### src/rtl/decode_stage.sv
// Decode stage of the ASIP pipeline: instruction decode, 16x32 register file,
// writeback destination chain and read-after-write stall generation.
module decode_stage #(
   parameter int WB_DEPTH = 3
) (
   input  logic        CLK,
   input  logic        RST,
   input  logic [31:0] INSTRUCTION,
   input  logic [31:0] WD3,
   input  logic        FLUSH,
   output logic        STALL,
   output logic        VALID,
   output logic [31:0] RD1,
   output logic [31:0] RD2,
   output logic [31:0] IMM,
   output logic [3:0]  RD_ADDR,
   output logic [1:0]  ALU_OP,
   output logic        ALU_SRC,
   output logic        REG_WRITE,
   output logic        MEM_WRITE,
   output logic        MEM_TO_REG,
   output logic        PC_SRC,
   output logic        ILLEGAL
);

   localparam int LAST = WB_DEPTH - 1;

   typedef enum logic [3:0] {
      OP_NOP  = 4'd0,
      OP_ADD  = 4'd1,
      OP_SUB  = 4'd2,
      OP_AND  = 4'd3,
      OP_OR   = 4'd4,
      OP_ADDI = 4'd5,
      OP_LDR  = 4'd6,
      OP_STR  = 4'd7,
      OP_B    = 4'd8
   } opcode_e;

   typedef struct packed {
      logic        valid;
      logic        illegal;
      logic [31:0] rd1;
      logic [31:0] rd2;
      logic [31:0] imm;
      logic [3:0]  rdAddr;
      logic [1:0]  aluOp;
      logic        aluSrc;
      logic        regWrite;
      logic        memWrite;
      logic        memToReg;
      logic        pcSrc;
   } decOut_t;

   logic [3:0]  opcode;
   logic [3:0]  rd;
   logic [3:0]  rs1;
   logic [3:0]  rs2;
   logic [31:0] immExt;

   logic        decLegal;
   logic [1:0]  decAluOp;
   logic        decAluSrc;
   logic        decRegWrite;
   logic        decMemWrite;
   logic        decMemToReg;
   logic        decPcSrc;
   logic        usesRs1;
   logic        usesRs2;

   logic [31:0] operand1;
   logic [31:0] operand2;
   logic        hazard;

   decOut_t     outQ;
   decOut_t     outD;
   logic        wbEnQ   [WB_DEPTH];
   logic [3:0]  wbAddrQ [WB_DEPTH];
   logic [31:0] regsQ   [16];

   assign opcode = INSTRUCTION[31:28];
   assign rd     = INSTRUCTION[27:24];
   assign rs1    = INSTRUCTION[23:20];
   assign rs2    = INSTRUCTION[19:16];
   assign immExt = {{16{INSTRUCTION[15]}}, INSTRUCTION[15:0]};

   always_comb begin
      decLegal    = 1'b1;
      decAluOp    = 2'b00;
      decAluSrc   = 1'b0;
      decRegWrite = 1'b0;
      decMemWrite = 1'b0;
      decMemToReg = 1'b0;
      decPcSrc    = 1'b0;
      usesRs1     = 1'b0;
      usesRs2     = 1'b0;
      case (opcode)
         OP_NOP: ;
         OP_ADD, OP_SUB, OP_AND, OP_OR: begin
            decAluOp    = 2'(opcode - 4'd1);
            decRegWrite = 1'b1;
            usesRs1     = 1'b1;
            usesRs2     = 1'b1;
         end
         OP_ADDI: begin
            decAluSrc   = 1'b1;
            decRegWrite = 1'b1;
            usesRs1     = 1'b1;
         end
         OP_LDR: begin
            decAluSrc   = 1'b1;
            decRegWrite = 1'b1;
            decMemToReg = 1'b1;
            usesRs1     = 1'b1;
         end
         OP_STR: begin
            decAluSrc   = 1'b1;
            decMemWrite = 1'b1;
            usesRs1     = 1'b1;
            usesRs2     = 1'b1;
         end
         OP_B: begin
            decAluSrc   = 1'b1;
            decPcSrc    = 1'b1;
            usesRs1     = 1'b1;
         end
         default: decLegal = 1'b0;
      endcase
   end

   // The last chain stage writes the file at this edge, so its data is bypassed.
   always_comb begin
      operand1 = regsQ[rs1];
      operand2 = regsQ[rs2];
      if (wbEnQ[LAST] && wbAddrQ[LAST] == rs1) operand1 = WD3;
      if (wbEnQ[LAST] && wbAddrQ[LAST] == rs2) operand2 = WD3;
      if (rs1 == 4'd0) operand1 = '0;
      if (rs2 == 4'd0) operand2 = '0;
   end

   always_comb begin
      hazard = 1'b0;
      for (int k = 0; k < LAST; k++) begin
         if (wbEnQ[k]) begin
            if (usesRs1 && rs1 != 4'd0 && wbAddrQ[k] == rs1) hazard = 1'b1;
            if (usesRs2 && rs2 != 4'd0 && wbAddrQ[k] == rs2) hazard = 1'b1;
         end
      end
   end

   assign STALL = hazard && !FLUSH;

   always_comb begin
      outD = '0;
      if (!(FLUSH || hazard)) begin
         if (decLegal) begin
            outD.valid    = 1'b1;
            outD.rd1      = operand1;
            outD.rd2      = operand2;
            outD.imm      = immExt;
            outD.rdAddr   = rd;
            outD.aluOp    = decAluOp;
            outD.aluSrc   = decAluSrc;
            outD.regWrite = decRegWrite;
            outD.memWrite = decMemWrite;
            outD.memToReg = decMemToReg;
            outD.pcSrc    = decPcSrc;
         end else begin
            outD.illegal  = 1'b1;
         end
      end
   end

   // The chain shifts unconditionally; a stalled or flushed slot enters as en=0.
   always_ff @(posedge CLK) begin
      if (RST) begin
         outQ <= '0;
         for (int k = 0; k < WB_DEPTH; k++) begin
            wbEnQ[k]   <= 1'b0;
            wbAddrQ[k] <= 4'd0;
         end
         for (int r = 0; r < 16; r++) regsQ[r] <= '0;
      end else begin
         outQ       <= outD;
         wbEnQ[0]   <= outD.regWrite && (outD.rdAddr != 4'd0);
         wbAddrQ[0] <= outD.rdAddr;
         for (int k = 1; k < WB_DEPTH; k++) begin
            wbEnQ[k]   <= wbEnQ[k-1];
            wbAddrQ[k] <= wbAddrQ[k-1];
         end
         if (wbEnQ[LAST] && wbAddrQ[LAST] != 4'd0) regsQ[wbAddrQ[LAST]] <= WD3;
      end
   end

   assign VALID      = outQ.valid;
   assign ILLEGAL    = outQ.illegal;
   assign RD1        = outQ.rd1;
   assign RD2        = outQ.rd2;
   assign IMM        = outQ.imm;
   assign RD_ADDR    = outQ.rdAddr;
   assign ALU_OP     = outQ.aluOp;
   assign ALU_SRC    = outQ.aluSrc;
   assign REG_WRITE  = outQ.regWrite;
   assign MEM_WRITE  = outQ.memWrite;
   assign MEM_TO_REG = outQ.memToReg;
   assign PC_SRC     = outQ.pcSrc;

endmodule

### config.mk
export PLATFORM = sky130hd
export DESIGN_NAME = decode_stage
export DESIGN_NICKNAME = d
export VERILOG_FILES = /design/src/rtl/decode_stage.sv
export SDC_FILE = /design/constraint.sdc
export NUM_CORES = 1
export LEC_CHECK = 0
export ABC_AREA = 1
export CAP_MARGIN = 20
export CORE_MARGIN = 2
export CORE_UTILIZATION = 30
export CTS_CLUSTER_SIZE = 12
export DETAILED_ROUTE_END_ITERATION = 10
export REMOVE_ABC_BUFFERS = 1
export SLEW_MARGIN = 20
export SYNTH_ARGS = -nofsm -noshare
export SYNTH_HDL_FRONTEND = slang
export SYNTH_SLANG_ARGS = --single-unit
### constraint.sdc
create_clock -name CLK -period 2.6 [get_ports CLK]
set_input_delay 0.52 -clock CLK [delete_from_list [all_inputs] [get_ports CLK]]
set_output_delay 0.52 -clock CLK [all_outputs]
set_load 0.02 [all_outputs]
# Yosys cells after proc, flatten, opt, wreduce, memory -nomap -nowiden

Memories as Yosys holds them, arrays and structs flattened. A register that Yosys moved wholly into a read port is not among the register bits.
Index checks and enable logic that the tools add are counted.

Bits in writable memories: 527
Word-level logic and storage cells: 98
Memories: 3
Register bits: 29
Output and inout port bits: 110
Bits of input ports: 67

Memories:

| memory  | depth | width | rd ports | clocked after memory_dff | write ports | line | source |
|---|---|---|---|---|---|---|---|
| regsQ   | 16    | 32    | 2        | 2                        | 16          | 79   | `logic [31:0] regsQ [16];` |
| wbAddrQ | 3     | 4     | 3        | 0                        | 3           | 78   | `logic [3:0] wbAddrQ [WB_DEPTH];` |
| wbEnQ   | 3     | 1     | 3        | 0                        | 3           | 77   | `logic wbEnQ [WB_DEPTH];` |

Bitwise logic cells: 8
Muxes and demuxes: 34
Add/sub/neg operators: 1
Equality and inequality tests: 12
Reduce and logical (&&, ||, !) cells: 30

Operator list:

| operator              | number |
|---|---|
| $mux W32              | 1 |
| $reduce_or A32 Y1     | 1 |
| $mux W1               | 26 |
| $mux W11              | 2 |
| $reduce_or A4 Y1      | 5 |
| $eq A4 B3 Y1 const B  | 4 |
| $eq A4 B4 Y1          | 4 |
| $mux W4               | 4 |
| $reduce_bool A4 Y1    | 4 |
| $logic_not A4 Y1      | 3 |
| $logic_and A1 B1 Y1   | 9 |
| $reduce_or A9 Y1      | 1 |
| $eq A4 B2 Y1 const B  | 2 |
| $reduce_or A8 Y1      | 1 |
| $or A1 B1 Y1          | 6 |
| $reduce_or A6 Y1      | 1 |
| $reduce_or A5 Y1      | 1 |
| $eq A4 B1 Y1 const B  | 1 |
| $eq A4 B4 Y1 const B  | 1 |
| $reduce_or A3 Y1      | 1 |
| $mux W2               | 1 |
| $not A1 Y1            | 2 |
| $reduce_or A2 Y1      | 1 |
| $sub A2 B1 Y2 const B | 1 |
| 2 further kinds       | 2 |

# Longest topological paths before layout

Gate-level depths: netlist (run 1).

Word-level depth: 16
Mapped depth: 14
Gate-level depth less buffers: 13

# Least setup slack after synthesis (run 1)

Ideal clock, no wire load.

Path kind: input-to-reg
Start point: in RST
End point: mem regsQ[14][0], enable pin
Path buffers: 1
Arrival time: 1,995 ps
Required time: 2,211 ps
Library setup time: 389 ps
Slack: 215 ps
Stages: 8
Path through: inv_2 nand3_1 inv_1 nand3_1 inv_1 nand2_1 buf_2 nand2_1

RTL lines:

| item            | line | source |
|---|---|---|
| start, declared | 7    | `input logic RST,` |
| end, declared   | 79   |  |

==> results.py, run 1 <==
metrics = {
    "worst_hold_path": {
        "hold_path_depth": 2,
        "holdPathEnd": "ALU_OP[0]",
        "holdCritStartpoint": "INSTRUCTION[28]",
        "hold_class": "in -> reg",
    },
    "clocking": {
        "cts_tree": "built",
        "h-tree-depth": 3,
        "hold_buffers": 0,
        "cts_root_buf": "clkbuf_16",
        "clkSinkCount": 616,
        "path_clk_slew_ns": 0.06,
        "cts.path.max_buffers": 3,
        "numCtsBuffers": 71,
        "clkLatencyLatePin_ns": 0.64,
    },
    "synthesis": {
        "syn_area_mm2": 0.03246,
        "netlist_instances": 4050,
        "synth.area.top_cells": "edfxtp_1 47%, nand3_1 9.0%, nor2_1 8.2%, nand2_1 8.1%, dfxtp_1 6.4%",
        "synth_cell_types": 33,
        "netlist.area_leader.share_pct": 47.36,
        "netlist.top_cell.by_area": "edfxtp_1",
        "synth-seq-cells": 616,
        "yosysMostFrequentCell": "nor2_1",
        "synth-edff-count": 512,
        "seq_area_frac_synth_pct": 53.78,
        "ys_warn_count": 0,
        "postSynth.asyncResetShare_pct": 0,
        "synth_ff_type": "edfxtp_1",
        "synth_common_cells": "708 x nor2_1, 699 x nand2_1, 585 x nand3_1",
        "syn_area_per_cell_um2": 8.015,
    },
    "drt": {
        "wl_per_cell_um": 21.58,
        "vias_per_cell": 5.182,
        "ant_nets": 0,
        "drt-initial-drc-count": 3397,
        "drt_wl_total_um": 121400,
        "vias": 29146,
        "drt-pass1-iter-count": 7,
        "route.detailed.drc": 0,
    },
    "die": {
        "chipWidth_um": 332.9,
        "core_mm2": 0.1072,
        "start_util_pct": 30.28,
        "die-area_mm2": 0.1109,
        "die_height_um": 332.9,
        "fp-row-count": 120,
        "ios": 177,
    },
    "setup_path": {
        "rr_endpoint": "regsQ[12][10]",
        "critPathMaxStageDelay_ns": 0.45,
        "path_buf_inv": 2,
        "worst_setup_path_start_kind": "flop",
        "crit_arrival_ns": 1.95,
        "cpMostUsedCell": "nand2_2",
        "crit_family": "simple AND/OR/NAND/NOR gates",
        "crit_chain": "nand2_1, nor2_1, nand3_1, nand2_2, nand2_2, nand2_4, inv_4, nor2_4, buf_6",
        "required_ns": 2.08,
        "slowest_stage": "dfxtp_1",
        "reg2reg_from": "wbAddrQ[0][11]",
        "cp-end-kind": "output pin",
        "crit_type": "reg -> out",
        "path_max_fanout": 3,
        "r2r_setup_slack_ns": 0.54,
        "ff2ff_path_depth": 9,
    },
    "cells_and_area": {
        "drive_gt1_share_pct": 8.363,
        "syn2layout_area_growth_pct": 19.40,
        "stdcell_area_mm2": 0.03876,
        "fin_nets": 4234,
    },
    "status": {
        "violations": "slew limit",
        "status": "finished with violations",
    },
    "power_and_ir_drop": {
        "clkPwrFrac_pct": 41.2,
        "p_int_mw": 17.63,
        "power_density_mw_per_mm2": 619.4,
        "p_seq_share_pct": 46.4,
        "p_sw_share_pct": 26.54,
        "leakage_nw": 16.12,
        "ir_drop_mv": 0.4600,
        "netSwitchingPower_mw": 6.371,
        "power_frac_comb_pct": 12.4,
    },
    "grt": {
        "grt_use_total_pct": 21.32,
        "grt_pass1_vias": 27245,
        "grt_max_degree": 243,
        "grt.overflow.total": 0,
        "grt_pass1_wl_um": 177500,
        "grt_antenna_before_repair": 3,
    },
    "sta": {
        "report.final.slew_viol_count": 62,
        "hold_viol": 0,
        "slew_headroom_pct": -2.899,
        "fmax_mhz": 404.3,
        "worst_pin_slew_ns": 1.543,
        "rsz0062_at_grt": "no",
        "setup_violations": 0,
        "worst_clock_skew_ns": 0.03361,
        "fin_crit_ns": 2.473,
        "min_period_over_period_pct": 95.12,
        "fin_hold_ws_ns": 0.1133,
    },
    "placement": {
        "placed_cell_area_mm2": 0.03645,
        "hpwl_um": 72100,
        "io_buffers": 176,
        "place.gp.congestion": 0.8670,
    },
    "job": {
        "maxCapViolCount": 0,
    },
}
-- final cells by class --
class                   count  area (µm²)
clock inverters            26       222.7
diodes                      1       2.502
repair buffers            347        3621
well taps                1403        1755
flip-flops and latches    616       17460
fillers                 10957       68440
clock buffers             105        2022
multi-input cells        2670       11940
inverters                 457        1728
-- cell families after synthesis --
family / after synthesis / share of synthesized area [%]
AOI/OAI and AO/OA: 561 / 8.965
xor gates and xnor gates: 9 / 0.2428
adders and majority gates: 4 / 0.1542
buffers and inverters: 795 / 10.18
DFF: 616 / 53.78
other: 1 / 0.01155
and+or+nand+nor: 2064 / 26.67
-- layout by cell type (no fill, tap or decap), types with 101 or more instances in the layout --
cell type,instances
inv_1,415
dfxtp_1,101
a21oi_1,250
o21ai_0,269
nor2_1,705
clkdlybuf4s50_1,162
nand2_1,661
buf_4,125
nand3_1,584
edfxtp_1,512
-- through the flow --
| step | worst slack [ns] | instances | setup TNS [ns] | total power, mW | utilization [%] |
|---|---|---|---|---|---|
| after floorplan | -1.558 | 3743 | -208.12 | 12.73 | - |
| after global placement | -0.6328 | 5494 | -11.47 | 14.23 | 34.00 |
| after detailed placement | -0.6166 | 5494 | -12.68 | 14.27 | 34.00 |
| after CTS | -0.03133 | 5626 | -0.03133 | 24.10 | 36.13 |
| after global routing | 0.01395 | 5624 | 0 | 24.82 | 36.15 |
| final | 0.1268 | 5625 | 0 | 24.01 | 36.15 |
-- sequential cells by signal, summed over array words and instances, names as in the netlist, 2 cells and up --
| name | cells |
|---|---|
| RD_ADDR | 3 |
| RD1 | 32 |
| RD2 | 32 |
| IMM | 16 |
| wbAddrQ | 9 |
| regsQ | 512 |
| wbEnQ | 3 |
| ALU_OP | 2 |
-- layer usage --
metal  up-vias  global-route usage (%)  part of all wire, %
met3       270                   4.000                  9.8
met5         -                       0                0.027
met4         6                   8.135                  3.5
met1     13810                   27.69                   40
li1      13449                       -                    -
met2      1611                   35.11                   46
-- worst max-delay path by stage --
stage,cells after the start,start,endpoint,slack [ns]
6_report,9,wbEnQ[0][0],STALL,0.13
5_1_grt,11,wbAddrQ[0][4],STALL,0.01
4_1_cts,12,RD_ADDR[1],STALL,-0.03
3_5_place_dp,14,INSTRUCTION[28],STALL,-0.62
3_3_place_gp,14,INSTRUCTION[28],STALL,-0.63
2_1_floorplan,8,INSTRUCTION[16],STALL,-1.56
-- power groups by stage --
stage	Combinational (mW)	Sequential, mW	Clock (mW)
after floorplan	1.34	11.4	0
after global placement	2.89	11.3	0
after detailed placement	2.92	11.3	0
after CTS	2.93	11.1	10.0
after global routing	3.21	11.2	10.4
final	2.97	11.1	9.89
-- repair_timing --
item	4_1_cts	5_1_grt
pin swaps	6	14
endpoints found under the hold margin	0	0
setup endpoints to repair	1	1
setup buffers	1	0
resized for setup	21	15
(Power assumes the default switching activity.)
==> run 2: changes to the inputs <==
- DONT_BUFFER_PORTS: default -> 1
==> run 2 against run 1 <==
The flow now finishes without violations. Wire length fell by 2.5%. Fmax fell by 2.8%. Core utilization is 2.2 points lower. Non-clock buffer count shrank 243. Clock skew shrank 0.0076 ns. Sequential power hardly changed. Final cell count shrank 4.2%. Sequential cell count unchanged. Hold slack got worse by 0.071 ns. First-iteration DRC count rose by 7.4%. Sequential share of layout area increased by 3.0 points. Critical endpoint unchanged.
==> results.py, run 2 (synthesized netlist as in run 1, its figures left out) <==
metrics = {
    "drt": {
        "met1_length_um": 48470,
        "drt-initial-drc-count": 3647,
        "wl_met3_um": 12830,
        "vias_per_cell": 5.261,
        "vias": 28344,
        "highest_layer": "met4",
        "drt_wl_total_um": 118400,
        "ant_nets": 0,
        "wl_met2_um": 53490,
        "route.detailed.drc": 0,
        "wl_per_cell_um": 21.97,
        "drt-pass1-iter-count": 6,
    },
    "die": {
        "fp-row-count": 120,
        "ios": 177,
        "start_util_pct": 30.28,
        "die-area_mm2": 0.1109,
        "die_height_um": 332.9,
        "chipWidth_um": 332.9,
        "core_mm2": 0.1072,
    },
    "setup_path": {
        "crit_arrival_ns": 2.02,
        "r2r_setup_slack_ns": 0.42,
        "path_max_fanout": 388,
        "required_ns": 2.08,
        "crit_type": "in -> out",
        "worst_setup_path_start_kind": "input pin",
        "cp-end-kind": "output pin",
    },
    "grt": {
        "grt_use_total_pct": 20.77,
        "grt_antenna_before_repair": 0,
        "grt_max_degree": 389,
        "grt_pass1_vias": 26446,
        "grt_pass1_wl_um": 173000,
        "grt.overflow.total": 0,
    },
    "clocking": {
        "cts_tree": "built",
        "path_clk_slew_ns": 0.06,
        "clkLatencyLatePin_ns": 0.64,
        "h-tree-depth": 3,
        "clkSinkCount": 616,
        "numCtsBuffers": 74,
        "cts_root_buf": "clkbuf_16",
        "cts.path.max_buffers": 3,
        "cts_setup_buffers": 0,
    },
    "sta": {
        "hold_viol": 0,
        "worst_pin_slew_ns": 0.9453,
        "setup_violations": 0,
        "report.final.slew_viol_count": 0,
        "setup_slack_ns": 0.05519,
        "fmax_mhz": 393.0,
        "fin_crit_ns": 2.545,
        "min_period_over_period_pct": 97.88,
        "worst_clock_skew_ns": 0.02601,
        "rsz0062_at_grt": "no",
        "fin_hold_ws_ns": 0.04216,
        "slew_headroom_pct": 37.28,
        "tns_ns": 0,
    },
    "placement": {
        "dpl_worst_slack_ns": 0.2313,
        "io_buffers": 0,
        "hpwl_um": 61880,
        "post-place-cells": 5240,
        "place.gp.congestion": 0.8185,
    },
    "power_and_ir_drop": {
        "power_frac_comb_pct": 9.1,
        "leakage_nw": 15.09,
        "power_density_mw_per_mm2": 646.1,
        "clkPwrFrac_pct": 43.1,
        "netSwitchingPower_mw": 5.953,
        "p_sw_share_pct": 25.34,
        "p_seq_share_pct": 47.8,
        "ir_drop_mv": 0.4486,
        "p_int_mw": 17.54,
    },
    "cells_and_area": {
        "n_antenna_cell": 0,
        "syn2layout_area_growth_pct": 12.02,
        "top_register": "regsQ",
        "layout_common_cells": "707 x nor2_1, 665 x nand2_1, 585 x nand3_1",
        "drive_gt1_share_pct": 6.851,
        "fin_nets": 3994,
        "fin_cells": 5388,
        "largest_reg_flops": 512,
        "final_common_cell": "nor2_1",
    },
    "job": {
        "maxCapViolCount": 0,
    },
    "worst_hold_path": {
        "hold_class": "in -> reg",
    },
    "status": {
        "status": "finished, final reports clean",
    },
}
-- run 2: cell count changes in the layout (fill, tap and decap cells not counted), moves of 3 or more --
cell / before / now
clkdlybuf4s50_1: 162 / 0
buf_4: 125 / 67
buf_12: 46 / 26
dlygate4sd3_1: 0 / 10
clkbuf_8: 5 / 11
inv_6: 2 / 7
nand2_2: 40 / 35
buf_6: 5 / 1
clkbuf_1: 25 / 21
dfxtp_1: 101 / 97
nand2_1: 661 / 665
buf_2: 3 / 0
dfxtp_4: 1 / 4
inv_2: 10 / 13
-- run 2: stage by stage --
step	total power [mW]	utilization, %	cell area [µm²]
6_report	23.50	33.92	36360
5_1_grt	24.28	33.92	36360
4_1_cts	23.62	33.89	36330
3_5_place_dp	13.51	31.59	33870
3_3_place_gp	13.47	31.59	33870
2_1_floorplan	12.73	-	30990
-- run 2: routing by layer --
metal	global-route usage (%)	vias to the layer above
li1	-	12958
met1	28.41	13602
met2	32.84	1555
met3	4.215	229
met4	6.614	0
met5	0	-
-- run 2: final timing paths --
| path | cells after the start | from | to |
|---|---|---|---|
| worst min-delay path | 1 | INSTRUCTION[14] | IMM[14] |
| worst max register to register | 9 | wbAddrQ[0][8] | regsQ[15][24] |
| worst max-delay path | 9 | INSTRUCTION[16] | STALL |
| worst min register to register | 2 | wbEnQ[0][0] | wbEnQ[0][1] |
-- run 2: timing repair --
action / CTS / global route
gates resized for setup: 8 / 14
pin swaps: 0 / 8
hold buffers: 10 / 0
endpoints found under the setup margin: 1 / 1
endpoints found under the hold margin: 16 / 0
-- run 2: area by class of cell --
| type | instances | area, µm² |
|---|---|---|
| clock buffer | 107 | 2107 |
| clock inverter | 31 | 244.0 |
| fill | 11060 | 70840 |
| inverter | 457 | 1728 |
| multi-input combinational | 2670 | 11920 |
| sequential | 616 | 17480 |
| tap | 1403 | 1755 |
| timing repair buffer | 104 | 1135 |
-- run 2: power groups by stage --
stage / clock network [mW] / logic (mW) / registers, mW
CTS: 10.3 / 2.10 / 11.2
global route: 10.7 / 2.35 / 11.3
floorplan: 0 / 1.34 / 11.4
finish: 10.1 / 2.14 / 11.2
global placement: 0 / 2.04 / 11.4
detailed placement: 0 / 2.07 / 11.4
-- run 2: worst max-delay path, cell delays in order --
cell and delay [ns]:
inv_4 0.32, nand4_1 0.22, nand2_1 0.12, inv_1 0.07, nand2_4 0.09, nand2_4 0.07, inv_2 0.08, nor2_4 0.04
buf_6 0.12
